`config.mk`:
```
export PLATFORM = sky130hd
export DESIGN_NAME = grid_display
export DESIGN_NICKNAME = d
export VERILOG_FILES = /design/src/rtl/grid_display.sv
export SDC_FILE = /design/constraint.sdc
export NUM_CORES = 1
export LEC_CHECK = 0
export CAP_MARGIN = 40
export CORE_ASPECT_RATIO = 1.4
export CORE_UTILIZATION = 51
export DETAILED_ROUTE_END_ITERATION = 6
export PLACE_DENSITY = 0.81
export REMOVE_ABC_BUFFERS = 1
export SLEW_MARGIN = 20
export SYNTH_ARGS = -nofsm -noshare
export SYNTH_HDL_FRONTEND = slang
export SYNTH_SLANG_ARGS = --single-unit
```
`constraint.sdc`:
```
create_clock -name clk -period 9.14 [get_ports clk]
set_input_delay 0.914 -clock clk [delete_from_list [all_inputs] [get_ports clk]]
set_output_delay 0.914 -clock clk [all_outputs]
set_load 0.02 [all_outputs]
```
`src/rtl/grid_display.sv`:
```
// grid_display: pixel colour generator for a ROWS x COLS grid of coloured cells.
//
// Layout uses pixel geometry measured from BORDER_X/BORDER_Y. Each cell spans
// CELL_W pixels, and GAP_W-pixel gaps sit around and between the cells. Every
// range is exclusive-lower and inclusive-upper. Pixels inside the grid extent
// that are not in a cell use GAP_C. All other pixels use the border colour.
// While error is high, the border colour blinks between ERROR_C and BORDER_C
// with a half-period of BLINK_FRAMES frames.
//
// The cell colours are copied into a snapshot on each frameTick. Output is
// drawn only from that snapshot, so the image does not tear mid-frame.
// The design is a two-stage pipeline: stage 1 classifies the pixel, and
// stage 2 registers rgb.
//
// Optional feature: when GRID_DISPLAY_CURSOR_EN is defined, the design draws
// an IND_C row indicator to the left of the grid, beside row cursorRow.
//
// Ports:
//   clk        pixel clock, rising edge
//   reset      asynchronous active-high reset
//   x, y       current pixel coordinate (10 bits each)
//   videoOn    active-video flag
//   frameTick  one-clk pulse per frame
//   cells      packed cell colours, cell (r,c) at [(r*COLS+c)*12 +: 12]
//   cursorRow  indicator row (ignored unless GRID_DISPLAY_CURSOR_EN)
//   error      error level, makes the border blink
//   rgb        registered 12-bit pixel colour
module grid_display #(
  parameter int unsigned ROWS         = 4,
  parameter int unsigned COLS         = 4,
  parameter int unsigned CELL_W       = 100,
  parameter int unsigned GAP_W        = 4,
  parameter int unsigned BORDER_X     = 110,
  parameter int unsigned BORDER_Y     = 30,
  parameter int unsigned IND_L        = 11,
  parameter int unsigned IND_OFF      = 6,
  parameter int unsigned BLINK_FRAMES = 30,
  parameter logic [11:0] BORDER_C     = 12'h606,
  parameter logic [11:0] ERROR_C      = 12'hA30,
  parameter logic [11:0] GAP_C        = 12'h7FF,
  parameter logic [11:0] IND_C        = 12'hB70
) (
  input  logic                                  clk,
  input  logic                                  reset,
  input  logic [9:0]                            x,
  input  logic [9:0]                            y,
  input  logic                                  videoOn,
  input  logic                                  frameTick,
  input  logic [ROWS*COLS*12-1:0]               cells,
  input  logic [((ROWS > 1) ? $clog2(ROWS) : 1)-1:0] cursorRow,
  input  logic                                  error,
  output logic [11:0]                           rgb
);

  localparam int unsigned RIW = (ROWS > 1) ? $clog2(ROWS) : 1;
  localparam int unsigned CIW = (COLS > 1) ? $clog2(COLS) : 1;
  localparam int unsigned BCW = (BLINK_FRAMES > 1) ? $clog2(BLINK_FRAMES) : 1;
  localparam int unsigned GRID_XHI = BORDER_X + (COLS + 1) * GAP_W + COLS * CELL_W;
  localparam int unsigned GRID_YHI = BORDER_Y + (ROWS + 1) * GAP_W + ROWS * CELL_W;

  typedef enum logic [1:0] {
    CLS_BORDER = 2'd0,
    CLS_GAP    = 2'd1,
    CLS_CELL   = 2'd2,
    CLS_IND    = 2'd3
  } cls_t;

  // Pixel classification (stage 1 combinational)
  logic [31:0]    xi, yi;
  logic           in_col, in_row, in_grid, in_ind;
  logic [CIW-1:0] col_idx;
  logic [RIW-1:0] row_idx;
  cls_t           cls_d;

  assign xi = 32'(x);
  assign yi = 32'(y);

  always_comb begin
    in_col  = 1'b0;
    col_idx = '0;
    for (int unsigned c = 0; c < COLS; c++) begin
      if (xi >  BORDER_X + (c + 1) * GAP_W + c * CELL_W &&
          xi <= BORDER_X + (c + 1) * (GAP_W + CELL_W)) begin
        in_col  = 1'b1;
        col_idx = CIW'(c);
      end
    end
  end

  always_comb begin
    in_row  = 1'b0;
    row_idx = '0;
    for (int unsigned r = 0; r < ROWS; r++) begin
      if (yi >  BORDER_Y + (r + 1) * GAP_W + r * CELL_W &&
          yi <= BORDER_Y + (r + 1) * (GAP_W + CELL_W)) begin
        in_row  = 1'b1;
        row_idx = RIW'(r);
      end
    end
  end

  assign in_grid = (xi > BORDER_X) && (xi <= GRID_XHI) &&
                   (yi > BORDER_Y) && (yi <= GRID_YHI);

`ifdef GRID_DISPLAY_CURSOR_EN
  // The indicator strip covers only the cell span of the selected row.
  // It does not cover the gaps above or below that row.
  assign in_ind = (xi >  BORDER_X - IND_L - IND_OFF) &&
                  (xi <= BORDER_X - IND_OFF) &&
                  in_row && (32'(cursorRow) < ROWS) && (row_idx == cursorRow);
`else
  logic unused_cursor;
  assign unused_cursor = ^cursorRow;
  assign in_ind        = 1'b0;
`endif

  always_comb begin
    cls_d = CLS_BORDER;
    if (in_row && in_col) cls_d = CLS_CELL;
    else if (in_grid)     cls_d = CLS_GAP;
    else if (in_ind)      cls_d = CLS_IND;
  end

  // Stage 1 registers
  cls_t           cls_s1;
  logic [RIW-1:0] row_s1;
  logic [CIW-1:0] col_s1;
  logic           vid_s1;
  logic           err_s1;

  always_ff @(posedge clk or posedge reset) begin
    if (reset) begin
      cls_s1 <= CLS_BORDER;
      row_s1 <= '0;
      col_s1 <= '0;
      vid_s1 <= 1'b0;
      err_s1 <= 1'b0;
    end else begin
      cls_s1 <= cls_d;
      row_s1 <= row_idx;
      col_s1 <= col_idx;
      vid_s1 <= videoOn;
      err_s1 <= error;
    end
  end

  // Frame snapshot of cell colours
  logic [ROWS*COLS*12-1:0] snap;

  always_ff @(posedge clk or posedge reset) begin
    if (reset)          snap <= '0;
    else if (frameTick) snap <= cells;
  end

  // Blink counter. When error is low, the clear takes priority over a
  // coincident frameTick.
  logic [BCW-1:0] blink_cnt;
  logic           blink_phase;

  always_ff @(posedge clk or posedge reset) begin
    if (reset) begin
      blink_cnt   <= '0;
      blink_phase <= 1'b0;
    end else if (!error) begin
      blink_cnt   <= '0;
      blink_phase <= 1'b0;
    end else if (frameTick) begin
      if (blink_cnt == BCW'(BLINK_FRAMES - 1)) begin
        blink_cnt   <= '0;
        blink_phase <= ~blink_phase;
      end else begin
        blink_cnt <= blink_cnt + 1'b1;
      end
    end
  end

  // Stage 2: colour selection
  logic [11:0] cell_c, border_c;

  always_comb begin
    cell_c   = snap[(32'(row_s1) * COLS + 32'(col_s1)) * 12 +: 12];
    border_c = (err_s1 && !blink_phase) ? ERROR_C : BORDER_C;
  end

  always_ff @(posedge clk or posedge reset) begin
    if (reset) begin
      rgb <= '0;
    end else if (!vid_s1) begin
      rgb <= '0;
    end else begin
      case (cls_s1)
        CLS_CELL: rgb <= cell_c;
        CLS_GAP:  rgb <= GAP_C;
        CLS_IND:  rgb <= IND_C;
        default:  rgb <= border_c;
      endcase
    end
  end

endmodule

```
# ---- Word level (Yosys, flattened, before mapping)
# Index checks and enable logic that the tools add are counted.
dict set report word_totals {
  output_inout_bits 12
  in_bits 219
  wordCells 80
  ff_bits 218
}
dict set report op_classes {
  muxes 25
  bitwise_logic 1
  order_cmp 20
  reduce_logical 15
  add_sub_neg 2
  n_eq_ne 6
  n_mul 1
  shifts 1
}
# operator count
set ops {}
lappend ops {{indexed part select 192 x 10 -> 12 bit} 1}
lappend ops {{less-or-equal comparator 10 x 9 -> 1 bit (second input constant)} 5}
lappend ops {{case mux 12 bit (3 select lines)} 1}
lappend ops {{> comparator 10 x 8 -> 1 bit (second input constant)} 3}
lappend ops {{> comparator 10 x 9 -> 1 bit (second input constant)} 3}
lappend ops {{less-or-equal comparator 10 x 8 -> 1 bit (second input constant)} 3}
lappend ops {{two-way mux 12 bit} 2}
lappend ops {{> comparator 10 x 7 -> 1 bit (second input constant)} 2}
lappend ops {{less-or-equal comparator 10 bit (second input constant)} 2}
lappend ops {{two-way mux 5 bit} 3}
lappend ops {{two-way mux 1 bit} 14}
lappend ops {{logical AND 1 bit} 13}
lappend ops {{> comparator 10 x 5 -> 1 bit (second input constant)} 1}
lappend ops {{> comparator 10 x 6 -> 1 bit (second input constant)} 1}
lappend ops {{two-way mux 2 bit} 5}
lappend ops {{multiplier 5 x 2 -> 7 bit (second input constant)} 1}
lappend ops {{adder 4 x 2 -> 5 bit} 1}
lappend ops {{adder 5 x 1 -> 5 bit (second input constant)} 1}
lappend ops {{== test 5 bit (second input constant)} 1}
lappend ops {{== test 2 bit (second input constant)} 2}
lappend ops {{== test 2 x 1 -> 1 bit (second input constant)} 1}
lappend ops {{!= test 2 x 1 -> 1 bit (second input constant)} 1}
lappend ops {{!= test 2 bit (second input constant)} 1}
lappend ops {{AND reduction 2 bit} 1}
lappend ops {{2 further kinds} 2}

# ---- Longest topological paths before layout
# Gate-level depths: netlist of run 1.
dict set report depth {
  depth_word 8
  ltp_mapped 7
  mapped_depth_nobuf 7
}

# ---- Worst setup path before layout of run 1
# Ideal clock, no wire load.
dict set report synth_path {
  path_kind {input port to flip-flop}
  startpoint {in x[6]}
  endpoint {reg cls_s1[0]}
  path_slack_ns 6.722
  stages 6
  setup_ns 0.101
  required_ns 9.039
  path_buffers 1
  t_arrival_ns 2.317
  cell_sequence {buf_2 or4_1 a21oi_1 o22ai_1 or4_1 o32ai_1}
}
dict set report synth_via {
  elab_chain_cells 8
  word_cells_on_any_way 24
  cone_classes {order compare (10); mux (6); reduce/logical (8)}
}
# element line
set synth_lines {}
lappend synth_lines {{from (decl)} 45} ;# input logic [9:0] x,
lappend synth_lines {{> comparator 10 x 7 -> 1 bit / less-or-equal comparator 10 x 8 -> 1 bit (equally long branches)} {82, 83}}
lappend synth_lines {{logical AND 1 bit} 82} ;# if (xi > BORDER_X + (c + 1) * GAP_W + c * CELL_W &&
lappend synth_lines {{two-way mux 1 bit (4 in a row)} 82}
lappend synth_lines {{logical AND 1 bit} 119} ;# if (in_row && in_col) cls_d = CLS_CELL;
lappend synth_lines {{two-way mux 2 bit *} 119}
lappend synth_lines {{named net cls_d[0]} 73} ;# cls_t cls_d;
lappend synth_lines {{to (signal assigned)} 139} ;# cls_s1 <= cls_d;
lappend synth_lines {{to (decl)} 125} ;# cls_t cls_s1;
# The timed path passes the listed nets; every way through them passes the cells marked *.
# A chain may end at the register's enable or synchronous reset.

# ---- Final worst setup path of run 1
dict set report layout_path {
  startpoint {in x[7]}
  endpoint {reg cls_s1[0]}
}
# Same word-level chain as after synthesis.

==> results of run 1 <==
## cells by family after synthesis
kind of cell,share of synthesized area (%)
xor gates and xnor gates,0.0865
adders and majority gates,0.247
DFF,53.9
buffers and inverters,2.42
and+or+nand+nor,4.19
muxes,34.8
AOI/OAI and AO/OA,4.35
## cell type report
cell class	instances	area (um2)	share of cell area, %
Clock inverter	1	5.00	0.0374
Antenna cell	1	2.50	0.0187
Sequential cell	218	5460	40.8
Timing Repair Buffer	238	2470	18.4
Inverter	11	48.8	0.364
Tap cell	248	310	2.32
Clock buffer	32	679	5.07
Multi-Input combinational cell	399	4430	33.0
## routing by layer
layer  up-vias  wire length [um]
met4         0               847
met5         -                 0
met1      3429              8620
met3        53               972
li1       2961                 -
met2       204             13800
## worst reg2reg max path, delay by kind of cell (launching register included)
kind                   cells  cell delay (ns)
AOI/OAI and AO/OA          1             0.23
buffers and inverters      1             0.51
DFF                        1             0.78
muxes                      2             0.87
## through the flow
step,instances,util (%)
6_report,1148,69.2
4_1_cts,1146,69.1
3_5_place_dp,1113,65.5
2_1_floorplan,628,-
5_1_grt,1148,69.2
3_3_place_gp,1107,64.8
## state kept, by name, summed over array words and instances (netlist names)
name,flops
blink_cnt,5
blink_phase,1
cls_s1,2
col_s1,2
err_s1,1
rgb,12
row_s1,2
snap,192
vid_s1,1
## where the power goes
| part | leakage, nW | switching [mW] | internal (mW) |
|---|---|---|---|
| registers | 2.58 | 0.0634 | 1.06 |
| logic | 2.47 | 0.151 | 0.272 |
| clock network | 0.340 | 0.350 | 0.507 |
## how the worst min path moves through the flow
stage,from,end
after floorplan,snap[120],snap[120]
after global placement,snap[42],snap[42]
after detailed placement,snap[183],snap[183]
after CTS,snap[183],snap[183]
after global routing,snap[98],snap[98]
final,snap[18],snap[18]
## layout by cell type (no fill, tap or decap), drive strengths merged, types with 3 or more instances in the layout
cell type,n
dfrtp,218
mux2,192
a21o,3
buf,11
o31ai,3
nand4,6
a21oi,6
clkdlybuf4s50,227
clkbuf,32
nand3b,4
mux2i,6
o21a,9
o22ai,3
nand3,9
o211ai,4
mux4,58
nor2b,3
inv,11
o21ai,16
and2,3
or4,3
nor2,11
nor3,3
nand2b,6
nand2,16
==> results.md, run 1 <==
- Worst EP arrival: 3.06 ns
- Routed WL per cell: 21.1 um
- Clk pin slew, worst setup/hold paths: 0.06 ns
- Reg-to-reg endpoint: rgb[11]
- # setup viols final: 0
- Power after layout: 2.41 mW
- Gpl congestion: 0.841
- Vias in the first global route: 7496
- Area grow syn2layout: 32.3%
- Worst Path Class, Setup: primary input to flip-flop
- Final worst setup slack: 6.45 ns
- Reg2reg start: col_s1[1]
- Synth area leader: dfrtp_1
- Leakage Power: 5.39 nW
- Synth top area share: 53.9%
- Most common cell in the netlist: dfrtp_1
- Clk root buf: clkbuf_16
- GRT Total Usage: 24.6%
- Antenna violations before repair: 1
- Power per cell area: 180 mW/mm2
- First-pass GRT wire length: 38700 um
- Share of layout cells above drive strength 1: 33.1%
- Area of the core: 0.0194 mm2
- CP Cell Sequence: clkdlybuf4s50_1, or4_1, a21oi_1, o22ai_1, or4_1, o32ai_1
- Most frequent CP cell: or4_1
- Pin count of the biggest net entering global routing: 113
- RSZ-0062 raised after global routing: false
- Mapped Area: 0.0101 mm2
- Initial Util: 52.3%
- Final instance area: 0.0134 mm2
- Total Neg Setup Slack: 0 ns
- List of most frequent post-synthesis cells: 218 x dfrtp_1, 192 x mux2_2, 58 x mux4_2
- Nets: 1111
- Remaining Overflow, GRT: 0
- Hold Slack: 0.502 ns
- Synthesis Warnings: 0
- Number of I/O pins: 231
- Top cells by area, synth: dfrtp_1 54%, mux2_2 21%, mux4_2 13%
- CTS tree: built
- I/O Buffers: 228
- Global route hottest layer: met2
- Filler cell count: 1324
- Unique masters post-synth: 54
- Synth Instances: 676
- Largest delay share family, worst path: simple AND/OR/NAND/NOR gates
- DRT Pass-1 Iters: 4
- Status: finished, final reports clean
- Worst slew pin tran: 0.657 ns
- Max Root-Sink Buffers: 3
- Met3 Use GR: 2.59%
- Period Utilization, post-route: 29.4%
- Post-synth EDFFs: 0
- Crit path launch type: primary input
- FF-to-FF path depth: 4
- Met2 Resource Use GR: 47.3%
- CTS resizes: 0
- Placed Area: 0.0127 mm2
- Crit Path Max Fanout: 11
- MaxCap Viol Count: 0
- DRT antenna net count: 0
- Dpl ws: 5.96 ns
- Worst Path Required: 9.51 ns
- Dpl hpwl: 17700 um
- # clock sinks: 218
- Drt drc: 0
- CP Capture Type: flip-flop
- Cts hold-fix bufs: 0
- Die area: 0.0204 mm2
- Worst Hold Depth: 1
- Slowest CP cell: or4_1
- Worst-Skew Late Latency: 0.50 ns
- Row Count: 60
- Worst Setup EP: cls_s1[0]
- VDD IR-drop max: 130 uV
- Die width: 121 um
- Synthesized area per cell: 15.0 um2
- Chip Height: 169 um
- Worst reg-to-reg setup slack: 6.63 ns
- CTS Buf Count: 22
- Post-CTS setup buffers: 0
- Grt met1 use: 27.8%
- Critical path depth in cells: 6
- Post-synthesis sequential area ratio: 53.9%
- Skew final: 0.00769 ns
- Largest stage delay on the critical path: 0.60 ns
- WP buf/inv: 1
- Max Slew Vio Count: 0
- Post-layout minimum cycle time: 2.69 ns
- Vias: 6647
- Async SR Flop Fraction: 100%
- Hold Path Class: flip-flop to flip-flop
- Flops & latches, synth: 218
- Crit path from: x[7]
- Initial drt markers: 400
- Top_reg_cell synth: dfrtp_1
- Final hold violation count: 0
- Slew HR: 56.2%
- Drt via density: 5.79
- Total length of routed wires: 24300 um
- Fmax: 372 MHz
- H-tree depth: 1
Power figures use the tool's default switching activity.
==> run 2, diff against run 1 <==
- CORE_UTILIZATION: 51 -> 46
- PLACE_DENSITY: 0.81 -> 0.77
- clock period: 9.14 -> 2.4 ns (I/O delays scaled with it)
==> run 2 against run 1 <==
Count of clock-buffer cells in the layout shrank 2. Clock skew is 0.0021 ns higher. Combinational power grew to 3.9 times the previous value. Global-route usage fell by 3.0 points. Die area grew 11%. Non-clock buffer count grew 20. Via count barely moved. Largest cell class unchanged. Largest power group unchanged.
==> results.md, run 2 (synthesized netlist as in run 1, its figures left out) <==
- Status: finished, final reports clean
- Worst Path Required: 2.80 ns
- VDD IR-drop max: 504 uV
- # clock sinks: 218
- Worst Path Class, Setup: flip-flop to flip-flop
- Slew HR: 64.5%
- Most frequent CP cell: mux4_2
- Area of the multi-input gates: 0.00443 mm2
- Power after layout: 9.33 mW
- Routed WL per cell: 19.4 um
- Vias in the first global route: 7172
- Dpl hpwl: 17000 um
- Clk root buf: clkbuf_16
- # placed instances: 1177
- DRT Pass-1 Iters: 6
- Post-route insts no fill: 1220
- Worst-Skew Late Latency: 0.51 ns
- Largest delay share family, worst path: multiplexers
- Reg-to-reg endpoint: rgb[11]
- H-tree depth: 1
- Hold Path Class: primary input to asynchronous set/reset pin
- Area of the core: 0.0214 mm2
- Drt drc: 0
- Largest stage delay on the critical path: 0.57 ns
- Chip Height: 178 um
- Max Slew Vio Count: 0
- Die area: 0.0226 mm2
- WP buf/inv: 1
- Hold Slack: 0.164 ns
- Clk pin slew, worst setup/hold paths: 0.06 ns
- Largest Register: snap
- Max reg flops: 192
- Initial Util: 47.4%
- CTS tree: built
- Total length of routed wires: 23700 um
- Skew final: 0.00983 ns
- Regs by FF count: snap x192, rgb x12, blink_cnt x5
- CTS resizes: 0
- Gpl congestion: 0.831
- Placed Area: 0.0129 mm2
- RSZ-0062 raised after global routing: false
- CP Capture Type: flip-flop
- Reg area: 0.00546 mm2
- Final instance area: 0.0136 mm2
- Commonest cells after routing, fill and taps aside: 227 x clkdlybuf4s50_1, 216 x dfrtp_1, 192 x mux2_2
- Nets: 1132
- MaxCap Viol Count: 0
- Leakage Power: 5.50 nW
- Worst EP arrival: 2.53 ns
- I/O Buffers: 228
- Final worst setup slack: 0.265 ns
- Remaining Overflow, GRT: 0
- Crit Path Max Fanout: 11
- CTS Buf Count: 23
- Fmax: 468 MHz
- Final core occ: 63.9%
- Reg2reg start: col_s1[0]
- Dpl ws: 0.185 ns
- Pin count of the biggest net entering global routing: 94
- # setup viols final: 0
- Final hold violation count: 0
- Die width: 127 um
- Post-layout minimum cycle time: 2.13 ns
- Number of I/O pins: 231
- Share of layout cells above drive strength 1: 34.8%
- Period Utilization, post-route: 88.9%
- Area grow syn2layout: 34.7%
- FF-to-FF path depth: 4
- Cts hold-fix bufs: 1
- First-pass GRT wire length: 37400 um
- Initial drt markers: 182
- Post-CTS setup buffers: 0
- Leading cell type in the layout, fill and taps excluded: clkdlybuf4s50_1
- Worst reg-to-reg setup slack: 0.27 ns
- GRT Total Usage: 21.6%
- Power per cell area: 684 mW/mm2
- Antenna violations before repair: 2
- Filler cell count: 1632
- Max Root-Sink Buffers: 3
- Total Neg Setup Slack: 0 ns
- CP Cell Sequence: buf_12, mux4_2, mux4_2, o221a_2
- Vias: 6652
- Crit path launch type: flip-flop
- Worst slew pin tran: 0.532 ns
- Drt via density: 5.45
- DRT antenna net count: 0
- Slowest CP cell: mux4_2
- Row Count: 63
## run 2: final cells by class
cell class,count,area share [%]
sequential,218,40.0
multi-input combinational,399,32.4
timing repair buffer,258,19.1
clock buffer,30,4.63
tap,292,2.68
clock inverter,10,0.697
inverter,11,0.358
antenna,2,0.0367
## run 2: worst max path at each step
stage	from	cells after the start	to	slack, ns
6_report	col_s1[0]	4	rgb[11]	0.27
5_1_grt	col_s1[0]	4	rgb[11]	0.21
4_1_cts	col_s1[0]	4	rgb[11]	0.24
3_5_place_dp	x[1]	6	cls_s1[0]	0.18
3_3_place_gp	x[1]	6	cls_s1[0]	0.22
2_1_floorplan	reset	1	blink_cnt[0]	-3.80
## run 2: worst reg2reg max path, cell delays in order (launching register included)
cell	delay, ns
dfrtp_4	0.53
buf_12	0.20
mux4_2	0.57
mux4_2	0.48
o221a_2	0.24
## run 2: routing by layer
metal	wire length, um	track usage, %	part of all wire [%]	up-vias
met1	9100	25.3	38	3417
met2	12700	39.7	54	174
li1	-	-	-	3016
met3	1010	3.29	4.3	45
met5	0	0	0	-
met4	813	8.38	3.4	0
## run 2: report_power, final
part	leakage, nW	total [mW]	internal, mW	switching (mW)
Sequential	2.58	4.25	4.04	0.207
Clock	0.357	3.42	1.97	1.45
Combinational	2.56	1.66	1.06	0.597
==> run 3, diff against run 2 <==
- CORE_UTILIZATION: 46 -> 45
- PLACE_DENSITY: 0.77 -> 0.76
==> run 3 against run 2 <==
Register-to-register slack gained 0.06 ns. Clock skew up 0.017 ns. Utilization decreased by 1.9 points. Sequential share of layout area increased by 0.13 points. Global-route usage fell by 0.70 points. Highest routed layer unchanged.
==> results.md, run 3 (synthesized netlist as in run 1, its figures left out) <==
- MaxCap Viol Count: 0
- Hold Path Class: primary input to asynchronous set/reset pin
- Routed WL per cell: 19.3 um
- Slew HR: 59.9%
- Dpl ws: 0.139 ns
- CP Cell Sequence: buf_12, mux4_2, mux4_2, o221a_2
- Worst slew pin tran: 0.601 ns
- GRT Total Usage: 20.9%
- Crit Path Max Fanout: 18
- Status: finished, final reports clean
- CP Capture Type: flip-flop
- Area of the core: 0.0219 mm2
- Die area: 0.0231 mm2
- Nets: 1123
- Post-CTS setup buffers: 0
- Power after layout: 9.19 mW
- CTS resizes: 0
- Leakage Power: 5.45 nW
- Worst reg-to-reg setup slack: 0.33 ns
- DRT antenna net count: 0
- Worst Path Required: 2.78 ns
- WP buf/inv: 1
- Post-layout minimum cycle time: 2.07 ns
- Worst-Skew Late Latency: 0.52 ns
- Total length of routed wires: 23400 um
- Fmax: 483 MHz
- Drt drc: 0
- Crit path launch type: flip-flop
- Vias: 6669
- Most frequent CP cell: mux4_2
- Clk pin slew, worst setup/hold paths: 0.06 ns
- DRT Pass-1 Iters: 4
- Slowest CP cell: mux4_2
- # setup viols final: 0
- Skew final: 0.0269 ns
- H-tree depth: 1
- Max Root-Sink Buffers: 3
- Max Slew Vio Count: 0
- First-pass GRT wire length: 37300 um
- Reg2reg start: col_s1[0]
- Power per cell area: 676 mW/mm2
- I/O Buffers: 228
- Post-route insts no fill: 1217
- Largest Register: snap
- Clk root buf: clkbuf_16
- Share of layout cells above drive strength 1: 34.0%
- Drt via density: 5.48
- Cts hold-fix bufs: 1
- Final worst setup slack: 0.330 ns
- Row Count: 64
- Reg-to-reg endpoint: rgb[11]
- Dpl hpwl: 16900 um
- Gpl congestion: 0.807
- CTS Buf Count: 22
- Period Utilization, post-route: 86.3%
- Remaining Overflow, GRT: 0
- Area grow syn2layout: 34.3%
- # placed instances: 1174
- Initial drt markers: 281
- Worst EP arrival: 2.45 ns
- Number of I/O pins: 231
- FF-to-FF path depth: 4
- Vias in the first global route: 7135
- Placed Area: 0.0129 mm2
- Pin count of the biggest net entering global routing: 110
- Final instance area: 0.0136 mm2
- Max reg flops: 192
- # clock sinks: 218
- Worst Path Class, Setup: flip-flop to flip-flop
- Largest delay share family, worst path: multiplexers
- Final hold violation count: 0
- Antenna violations before repair: 7
- Chip Height: 180 um
- VDD IR-drop max: 790 uV
- Critical path depth in cells: 4
- Die width: 129 um
- RSZ-0062 raised after global routing: false
- Largest stage delay on the critical path: 0.56 ns
- Regs by FF count: snap x192, rgb x12, blink_cnt x5
- Initial Util: 46.2%
- Leading cell type in the layout, fill and taps excluded: clkdlybuf4s50_1
- Commonest cells after routing, fill and taps aside: 227 x clkdlybuf4s50_1, 216 x dfrtp_1, 192 x mux2_2
- CTS tree: built
==> run 3: stage by stage <==
stage	hold slack (ns)	setup TNS [ns]	utilization, %
2_1_floorplan	0.271	-839.97	-
5_1_grt	0.156	0	62.0
6_report	0.129	0	62.0
3_5_place_dp	0.490	0	58.7
4_1_cts	0.120	0	61.9
3_3_place_gp	0.484	0	58.7
==> run 3: cell type report <==
class | instances | area, um2
inverters | 11 | 48.8
fillers | 1720 | 8340
multi-input cells | 399 | 4430
clock inverters | 6 | 68.8
clock buffers | 29 | 617
well taps | 297 | 372
repair buffers | 250 | 2590
diodes | 7 | 17.5
flip-flops and latches | 218 | 5460
==> run 3: how the worst max path moves through the flow <==
stage                     startpoint  slack [ns]            to
after floorplan                reset       -3.80  blink_cnt[0]
after global placement          x[1]        0.20     cls_s1[0]
after CTS                  col_s1[0]        0.31       rgb[11]
after detailed placement        x[1]        0.14     cls_s1[0]
after global routing       col_s1[0]        0.24       rgb[11]
final                      col_s1[0]        0.33       rgb[11]
==> run 3: routing by layer <==
layer | track usage, % | up-vias | routed length [um]
li1 | - | 3014 | -
met1 | 25.2 | 3441 | 8890
met2 | 36.7 | 169 | 12600
met3 | 3.72 | 45 | 1210
met4 | 8.56 | 0 | 716
met5 | 0 | - | 0
==> run 3: where the power goes <==
| group | internal [mW] | switching (mW) | leakage, nW |
|---|---|---|---|
| clock | 1.90 | 1.39 | 0.336 |
| sequential | 4.04 | 0.202 | 2.58 |
| combinational | 1.06 | 0.594 | 2.54 |
| total | 7.01 | 2.18 | 5.45 |
==> run 3: worst reg2reg max path: stages (launching register included) <==
cell	delay (ns)
dfrtp_4	0.47
buf_12	0.21
mux4_2	0.57
mux4_2	0.47
o221a_2	0.24
